[src/rtl/dmem_store_buffer_pkg.sv]
// Shared types and constants for the data-memory store buffer.
// Latency: n/a (types, constants and one index helper only).
// Backpressure: n/a.
package dmem_store_buffer_pkg;

    // Global dmem geometry (word address width, data width, dmem index width).
    localparam int ADDR_LEN      = 16;
    localparam int DATA_LEN      = 32;
    localparam int DMEM_SIZE_LOG = 8;

    typedef logic [ADDR_LEN-1:0]      addr_t;
    typedef logic [DATA_LEN-1:0]      data_t;
    typedef logic [DMEM_SIZE_LOG-1:0] dmem_idx_t;

    // One buffered committed store.
    typedef struct packed {
        addr_t addr;
        data_t data;
    } sb_entry_t;

    // Owner of the single dmem port in a given cycle.
    typedef enum logic [1:0] {
        GNT_IDLE  = 2'd0,
        GNT_LOAD  = 2'd1,
        GNT_DRAIN = 2'd2
    } port_gnt_e;

    // The bits dmem actually decodes; addresses equal here alias to one word.
    function automatic dmem_idx_t dmem_idx(input addr_t a);
        return a[DMEM_SIZE_LOG-1:0];
    endfunction

endpackage

[src/rtl/sb_fwd_match.sv]
// Youngest-match search of buffered stores (plus the same-cycle push) for a load address.
// Latency: purely combinational.
// Backpressure: none; evaluated every cycle, consumed only on load acceptance.
// Ports: entries_i/head_i/count_i describe the FIFO contents in age order,
//        push_i/push_entry_i the store entering this cycle, ld_addr_i the load,
//        hit_o/data_o the forwarding result.
module sb_fwd_match
    import dmem_store_buffer_pkg::*;
#(
    parameter int DEPTH     = 4,
    parameter int DEPTH_LOG = 2
) (
    input  sb_entry_t [DEPTH-1:0] entries_i,
    input  logic [DEPTH_LOG-1:0]  head_i,
    input  logic [DEPTH_LOG:0]    count_i,
    input  logic                  push_i,
    input  sb_entry_t             push_entry_i,
    input  addr_t                 ld_addr_i,
    output logic                  hit_o,
    output data_t                 data_o
);

    localparam int CW = DEPTH_LOG + 1;

    always_comb begin
        logic [DEPTH_LOG-1:0] idx;
        hit_o  = 1'b0;
        data_o = '0;
        idx    = '0;
        // Walk from oldest (head) to youngest; each later match overrides,
        // so the survivor is the youngest buffered match.
        for (int i = 0; i < DEPTH; i++) begin
            idx = head_i + DEPTH_LOG'(i);
            if ((CW'(i) < count_i) &&
                (dmem_idx(entries_i[idx].addr) == dmem_idx(ld_addr_i))) begin
                hit_o  = 1'b1;
                data_o = entries_i[idx].data;
            end
        end
        // The store being pushed this cycle is younger than anything buffered.
        if (push_i && (dmem_idx(push_entry_i.addr) == dmem_idx(ld_addr_i))) begin
            hit_o  = 1'b1;
            data_o = push_entry_i.data;
        end
    end

endmodule

[src/rtl/dmem_store_buffer.sv]
// Store buffer in front of the single-port dmem: queues committed stores, drains them in
// order on idle cycles, arbitrates loads vs drains and forwards buffered data to loads.
// Latency: loads return exactly 1 cycle after acceptance; stores drain >=1 cycle after push.
// Backpressure: st_ready_o/ld_ready_o both drop when the buffer is full (drain forced).
// Ports: st_* committed store in, ld_* load request/response, mem_* dmem port,
//        sb_empty_o/sb_count_o registered occupancy for fence/halt logic.
module dmem_store_buffer
    import dmem_store_buffer_pkg::*;
#(
    parameter int DEPTH     = 4,
    parameter int DEPTH_LOG = 2
) (
    input  logic                clk_i,
    input  logic                reset_i,
    input  logic                st_valid_i,
    output logic                st_ready_o,
    input  logic [ADDR_LEN-1:0] st_addr_i,
    input  logic [DATA_LEN-1:0] st_data_i,
    input  logic                ld_valid_i,
    output logic                ld_ready_o,
    input  logic [ADDR_LEN-1:0] ld_addr_i,
    output logic                ld_rvalid_o,
    output logic [DATA_LEN-1:0] ld_rdata_o,
    output logic [ADDR_LEN-1:0] mem_addr_o,
    output logic [DATA_LEN-1:0] mem_wdata_o,
    output logic                mem_we_o,
    input  logic [DATA_LEN-1:0] mem_rdata_i,
    output logic                sb_empty_o,
    output logic [DEPTH_LOG:0]  sb_count_o
);

    localparam int CW = DEPTH_LOG + 1;

    sb_entry_t [DEPTH-1:0] entries_q;
    logic [DEPTH_LOG-1:0]  head_q, head_d;
    logic [DEPTH_LOG-1:0]  tail_q, tail_d;
    logic [CW-1:0]         count_q, count_d;
    logic                  ld_rvalid_q, ld_rvalid_d;
    logic                  fwd_hit_q, fwd_hit_d;
    data_t                 fwd_data_q, fwd_data_d;

    logic      full, empty, push, drain, ld_accept;
    port_gnt_e gnt;
    sb_entry_t push_entry, head_entry;

    assign full       = (count_q == CW'(DEPTH));
    assign empty      = (count_q == '0);
    assign st_ready_o = !full;
    assign ld_ready_o = !full;
    assign push       = st_valid_i && st_ready_o;
    assign ld_accept  = ld_valid_i && ld_ready_o;
    assign push_entry = '{addr: st_addr_i, data: st_data_i};
    assign head_entry = entries_q[head_q];

    // Port arbitration. A full buffer forces a drain so stores can never deadlock
    // behind a steady load stream; otherwise loads win. The drain is suppressed
    // while reset is asserted so discarded stores never reach dmem.
    always_comb begin
        gnt = GNT_IDLE;
        if (reset_i) begin
            gnt = GNT_IDLE;
        end else if (full) begin
            gnt = GNT_DRAIN;
        end else if (ld_valid_i) begin
            gnt = GNT_LOAD;
        end else if (!empty) begin
            gnt = GNT_DRAIN;
        end
    end

    assign drain = (gnt == GNT_DRAIN);

    always_comb begin
        mem_addr_o  = ld_addr_i;
        mem_wdata_o = head_entry.data;
        mem_we_o    = 1'b0;
        if (drain) begin
            mem_addr_o = head_entry.addr;
            mem_we_o   = 1'b1;
        end
    end

    sb_fwd_match #(
        .DEPTH     (DEPTH),
        .DEPTH_LOG (DEPTH_LOG)
    ) u_fwd (
        .entries_i    (entries_q),
        .head_i       (head_q),
        .count_i      (count_q),
        .push_i       (push),
        .push_entry_i (push_entry),
        .ld_addr_i    (ld_addr_i),
        .hit_o        (fwd_hit_d),
        .data_o       (fwd_data_d)
    );

    always_comb begin
        head_d      = head_q;
        tail_d      = tail_q;
        count_d     = count_q;
        ld_rvalid_d = ld_accept;
        if (drain) begin
            head_d = head_q + 1'b1;
        end
        if (push) begin
            tail_d = tail_q + 1'b1;
        end
        case ({push, drain})
            2'b10:   count_d = count_q + 1'b1;
            2'b01:   count_d = count_q - 1'b1;
            default: count_d = count_q;
        endcase
    end

    // Entry payload needs no reset: only slots between head and tail are ever read.
    always_ff @(posedge clk_i) begin
        if (push) begin
            entries_q[tail_q] <= push_entry;
        end
    end

    always_ff @(posedge clk_i) begin
        if (reset_i) begin
            head_q      <= '0;
            tail_q      <= '0;
            count_q     <= '0;
            ld_rvalid_q <= 1'b0;
            fwd_hit_q   <= 1'b0;
            fwd_data_q  <= '0;
        end else begin
            head_q      <= head_d;
            tail_q      <= tail_d;
            count_q     <= count_d;
            ld_rvalid_q <= ld_rvalid_d;
            fwd_hit_q   <= fwd_hit_d && ld_accept;
            fwd_data_q  <= fwd_data_d;
        end
    end

    // dmem read data arrives one cycle after the load address was presented,
    // lining up with the registered forwarding decision.
    always_comb begin
        ld_rdata_o = '0;
        if (ld_rvalid_q) begin
            ld_rdata_o = fwd_hit_q ? fwd_data_q : mem_rdata_i;
        end
    end

    assign ld_rvalid_o = ld_rvalid_q;
    assign sb_empty_o  = empty;
    assign sb_count_o  = count_q;

endmodule

[config.mk]
export PLATFORM = sky130hd
export DESIGN_NAME = dmem_store_buffer
export DESIGN_NICKNAME = d
export VERILOG_FILES = /design/src/rtl/dmem_store_buffer_pkg.sv /design/src/rtl/sb_fwd_match.sv /design/src/rtl/dmem_store_buffer.sv
export SDC_FILE = /design/constraint.sdc
export NUM_CORES = 1
export LEC_CHECK = 0
export CAP_MARGIN = 10
export CORE_MARGIN = 2
export CORE_UTILIZATION = 57
export CTS_BUF_LIST = sky130_fd_sc_hd__clkbuf_8
export CTS_CLUSTER_SIZE = 14
export DETAILED_ROUTE_END_ITERATION = 16
export GPL_ROUTABILITY_DRIVEN = 0
export PLACE_DENSITY_LB_ADDON = 0.25
export SLEW_MARGIN = 25
export SYNTH_ARGS = -nofsm -noshare
export SYNTH_HDL_FRONTEND = slang
export SYNTH_SLANG_ARGS = --single-unit
[constraint.sdc]
create_clock -name clk_i -period 3.55 [get_ports clk_i]
set_input_delay 0.8875 -clock clk_i [delete_from_list [all_inputs] [get_ports clk_i]]
set_output_delay 0.8875 -clock clk_i [all_outputs]
set_load 0.05 [all_outputs]
==> run_results.csv <==
group,metric,value,unit
run_status,status,"finished clean",
timing,setup_violations,0,
cells_and_area,area_growth,20.9,%
global_route,grt_pass1_wl,49100,microns
worst_setup_path,arrival,2510,ps
global_route,grt_util_all_layers,25.4,%
min_path,holdCritPathClass,"reg -> reg",
detailed_routing,drt_iter0_markers,768,
timing,period_needed,3400,ps
worst_setup_path,reg2reg_setup_slack,560,ps
floorplan,start_util,58.1,%
min_path,min_to,"tail_q[0]",
timing,rsz0062_at_grt,"no",
logic_synthesis,ys_seq_area_share,48.3,%
logic_synthesis,synth.avg_cell_area,13.2,sq um
floorplan,die_area,25200,sq um
clock_network,clkLatencyLatePin,540,ps
clock_network,holdBufCountCts,0,
detailed_routing,vias,9589,
detailed_routing,routedWlPerCell,20.8,microns
clock_network,cts.htree.levels,2,
timing,slew_viol_final,0,
timing,setup_tns,0,ps
global_route,grt_overflow,0,
power,leakagePower,5.45,nW
clock_network,clock_path_buffers,3,
cells_and_area,layout-drive-gt1-share,29.5,%
detailed_routing,drcViolationCount,0,
logic_synthesis,ys_warn_count,0,
place,dp_cells,1475,
global_route,first_global_vias,9296,
min_path,hold_depth,2,
logic_synthesis,synth-edff-count,192,
worst_setup_path,slowest_stage,"clkdlybuf4s50_1",
worst_setup_path,critPathMaxFanout,39,
clock_network,cts_inserted_buffers,39,
timing,tightest_slew,1040,ps
job,drv_cap,0,
detailed_routing,viasPerCell,6.20,
cells_and_area,nets,1307,
timing,hold_ws,583,ps
worst_setup_path,cp.required,2660,ps
place,io_buffers,187,
min_path,hp-start,"tail_q[0]",
detailed_routing,drt_wl_total,32200,microns
global_route,grt_max_degree,90,
worst_setup_path,r2r_start,"head_q[1]",
worst_setup_path,slowest_delay,890,ps
logic_synthesis,synth_area_leaders,"edfxtp_1 42%, mux4_2 15%, mux2i_1 6.2%",
clock_network,cts_sinks,233,
worst_setup_path,start_kind,"flop",
timing,max_freq,0.294,GHz
power,p_per_area,612,nW/um^2
cells_and_area,antennaDiodeCount,0,
logic_synthesis,synth.largest_area_cell,"edfxtp_1",
logic_synthesis,synth_flop_cell,"edfxtp_1",
logic_synthesis,ys_ff_latch,233,
place,hpwlAfterDp,20200,microns
floorplan,io_pins,188,
worst_setup_path,reg2reg_depth,8,
logic_synthesis,ys_types,50,
timing,slew_headroom,30.9,%
clock_network,cts_root_buf,"clkbuf_8",
worst_setup_path,end_kind,"output port",
cells_and_area,nFillCells,1592,
cells_and_area,instances_no_fill,1547,
clock_network,clk_pin_slew,60,ps
logic_synthesis,syn-instance-count,1032,
logic_synthesis,synth-async-reset-ratio,0,%
worst_setup_path,path_cells,"mux4_2 -> clkdlybuf4s50_1",
logic_synthesis,synthesis.area,13600,sq um
timing,finClkSkew,22.1,ps
clock_network,cts_tree,"built",
worst_setup_path,r2r-end,"fwd_data_q[17]",
global_route,antenna_found_initial,0,
floorplan,num_rows,56,
floorplan,die_h,159,microns
detailed_routing,antenna_left,0,
floorplan,coreArea,23500,sq um
power,ir_worst_vdd,0.000386,V
timing,min_period_over_period,95.7,%
floorplan,die_w,159,microns
detailed_routing,drt_first_pass_iters,5,
worst_setup_path,critical_path_class,"reg -> out",
timing,finalHoldViolations,0,
logic_synthesis,synth_fp_nets,1141,
logic_synthesis,yosysTopAreaCellShare,42.3,%
## registers in the layout, summed over array words and instances, names as in the netlist
register and flops:
fwd_data_q 32, head_q 2, entries_q 192, sb_count_o 3, tail_q 2, fwd_hit_q 1, ld_rvalid_o 1
## logic make-up (layout without fill, tap and decap cells)
family          Yosys count  after routing  share of synthesized area, %
compound gates          142            142                          8.23
xor+xnor                 49             49                          3.20
fa+ha+maj                 9              9                         0.826
buf+inv                 105            301                          3.77
flops                   233            233                          48.3
mux                     225            225                          25.4
simple gates            269            269                          10.3
## Yosys cell counts (9+ instances only)
master	instances
nand2_1	70
mux2_1	12
xnor2_1	35
mux2_2	36
nor3_1	42
buf_1	9
buf_2	24
buf_6	11
mux2i_1	84
nor3_2	29
xor2_1	13
a21oi_1	36
dfxtp_1	41
o221ai_1	32
edfxtp_1	192
a311oi_2	23
nor2b_1	32
clkbuf_1	51
ha_1	9
mux4_2	92
nor2_1	75
o21ai_0	33
a311oi_1	9
## worst max-delay path: cells and delay by family, from the launching register on
family | cells | cell delay, ps
flip-flops | 1 | 740
buffers and inverters | 1 | 890
multiplexers | 1 | 340
## placed cells by master, fill, tap and decap left out, types with 3 or more instances in the layout
master and n:
o221ai_1 32, nor3_1 42, edfxtp_1 192, mux2i_1 84
clkinv_1 7, dfxtp_1 36, mux2_2 36, nand2_1 70
a311oi_2 23, a311oi_1 9, inv_1 23, and3_2 4
clkbuf_8 41, dfxtp_2 3, nor2_1 74, buf_12 17
xnor2_1 35, nor3_2 29, o21ai_0 33, clkdlybuf4s50_1 110
xor2_1 13, clkinv_2 5, ha_1 9, a21oi_1 36
buf_4 94, nor2b_1 32, mux2_1 12, mux4_2 92
## per-layer routing
metal	global-route usage (%)	vias to the layer above	routed length, microns
met5	0	-	0
met4	9.22	0	775
met3	4.46	67	3050
met2	43.1	424	15800
met1	32.9	4726	12600
li1	-	4372	-
## where the power goes
group	internal [mW]	switching (mW)	leakage [nW]
sequential	3.20	0.209	2.10
combinational	1.90	2.60	2.93
clock	1.14	1.04	0.430
## layout make-up
| type | count | area, sq um | share of cell area [%] |
|---|---|---|---|
| clock inverters | 30 | 145 | 0.881 |
| well taps | 319 | 399 | 2.42 |
| inverters | 8 | 30.0 | 0.182 |
| multi-input cells | 694 | 6580 | 39.9 |
| flip-flops and latches | 233 | 6600 | 40.0 |
| clock buffers | 41 | 564 | 3.42 |
| repair buffers | 222 | 2160 | 13.1 |
## repair_timing
action,in CTS,in global routing
gates resized for setup,0,1
setup buffers,0,1
setup endpoints to repair,0,18
endpoints found under the hold margin,0,0
## through the flow
stage	instance area, sq um	total power, mW	util [%]	worst slack, ps
after floorplan	13600	6.76	-	115
after global placement	15800	7.87	67.1	202
after detailed placement	15800	7.94	67.1	146
final	16500	10.1	70.2	154
after CTS	16500	10.1	70.1	35.7
after global routing	16500	10.6	70.2	13.9
## worst max-delay path by stage
| stage | startpoint | endpoint | slack (ps) | cells past startpoint |
|---|---|---|---|---|
| finish | head_q[1] | mem_wdata_o[1] | 150 | 2 |
| detailed placement | ld_valid_i | mem_addr_o[9] | 150 | 6 |
| floorplan | sb_count_o[0] | mem_addr_o[10] | 120 | 9 |
| global route | sb_count_o[0] | mem_addr_o[11] | 10 | 9 |
| global placement | ld_valid_i | mem_addr_o[12] | 200 | 6 |
| CTS | head_q[0] | mem_addr_o[5] | 40 | 5 |
(Power assumes the default switching activity.)
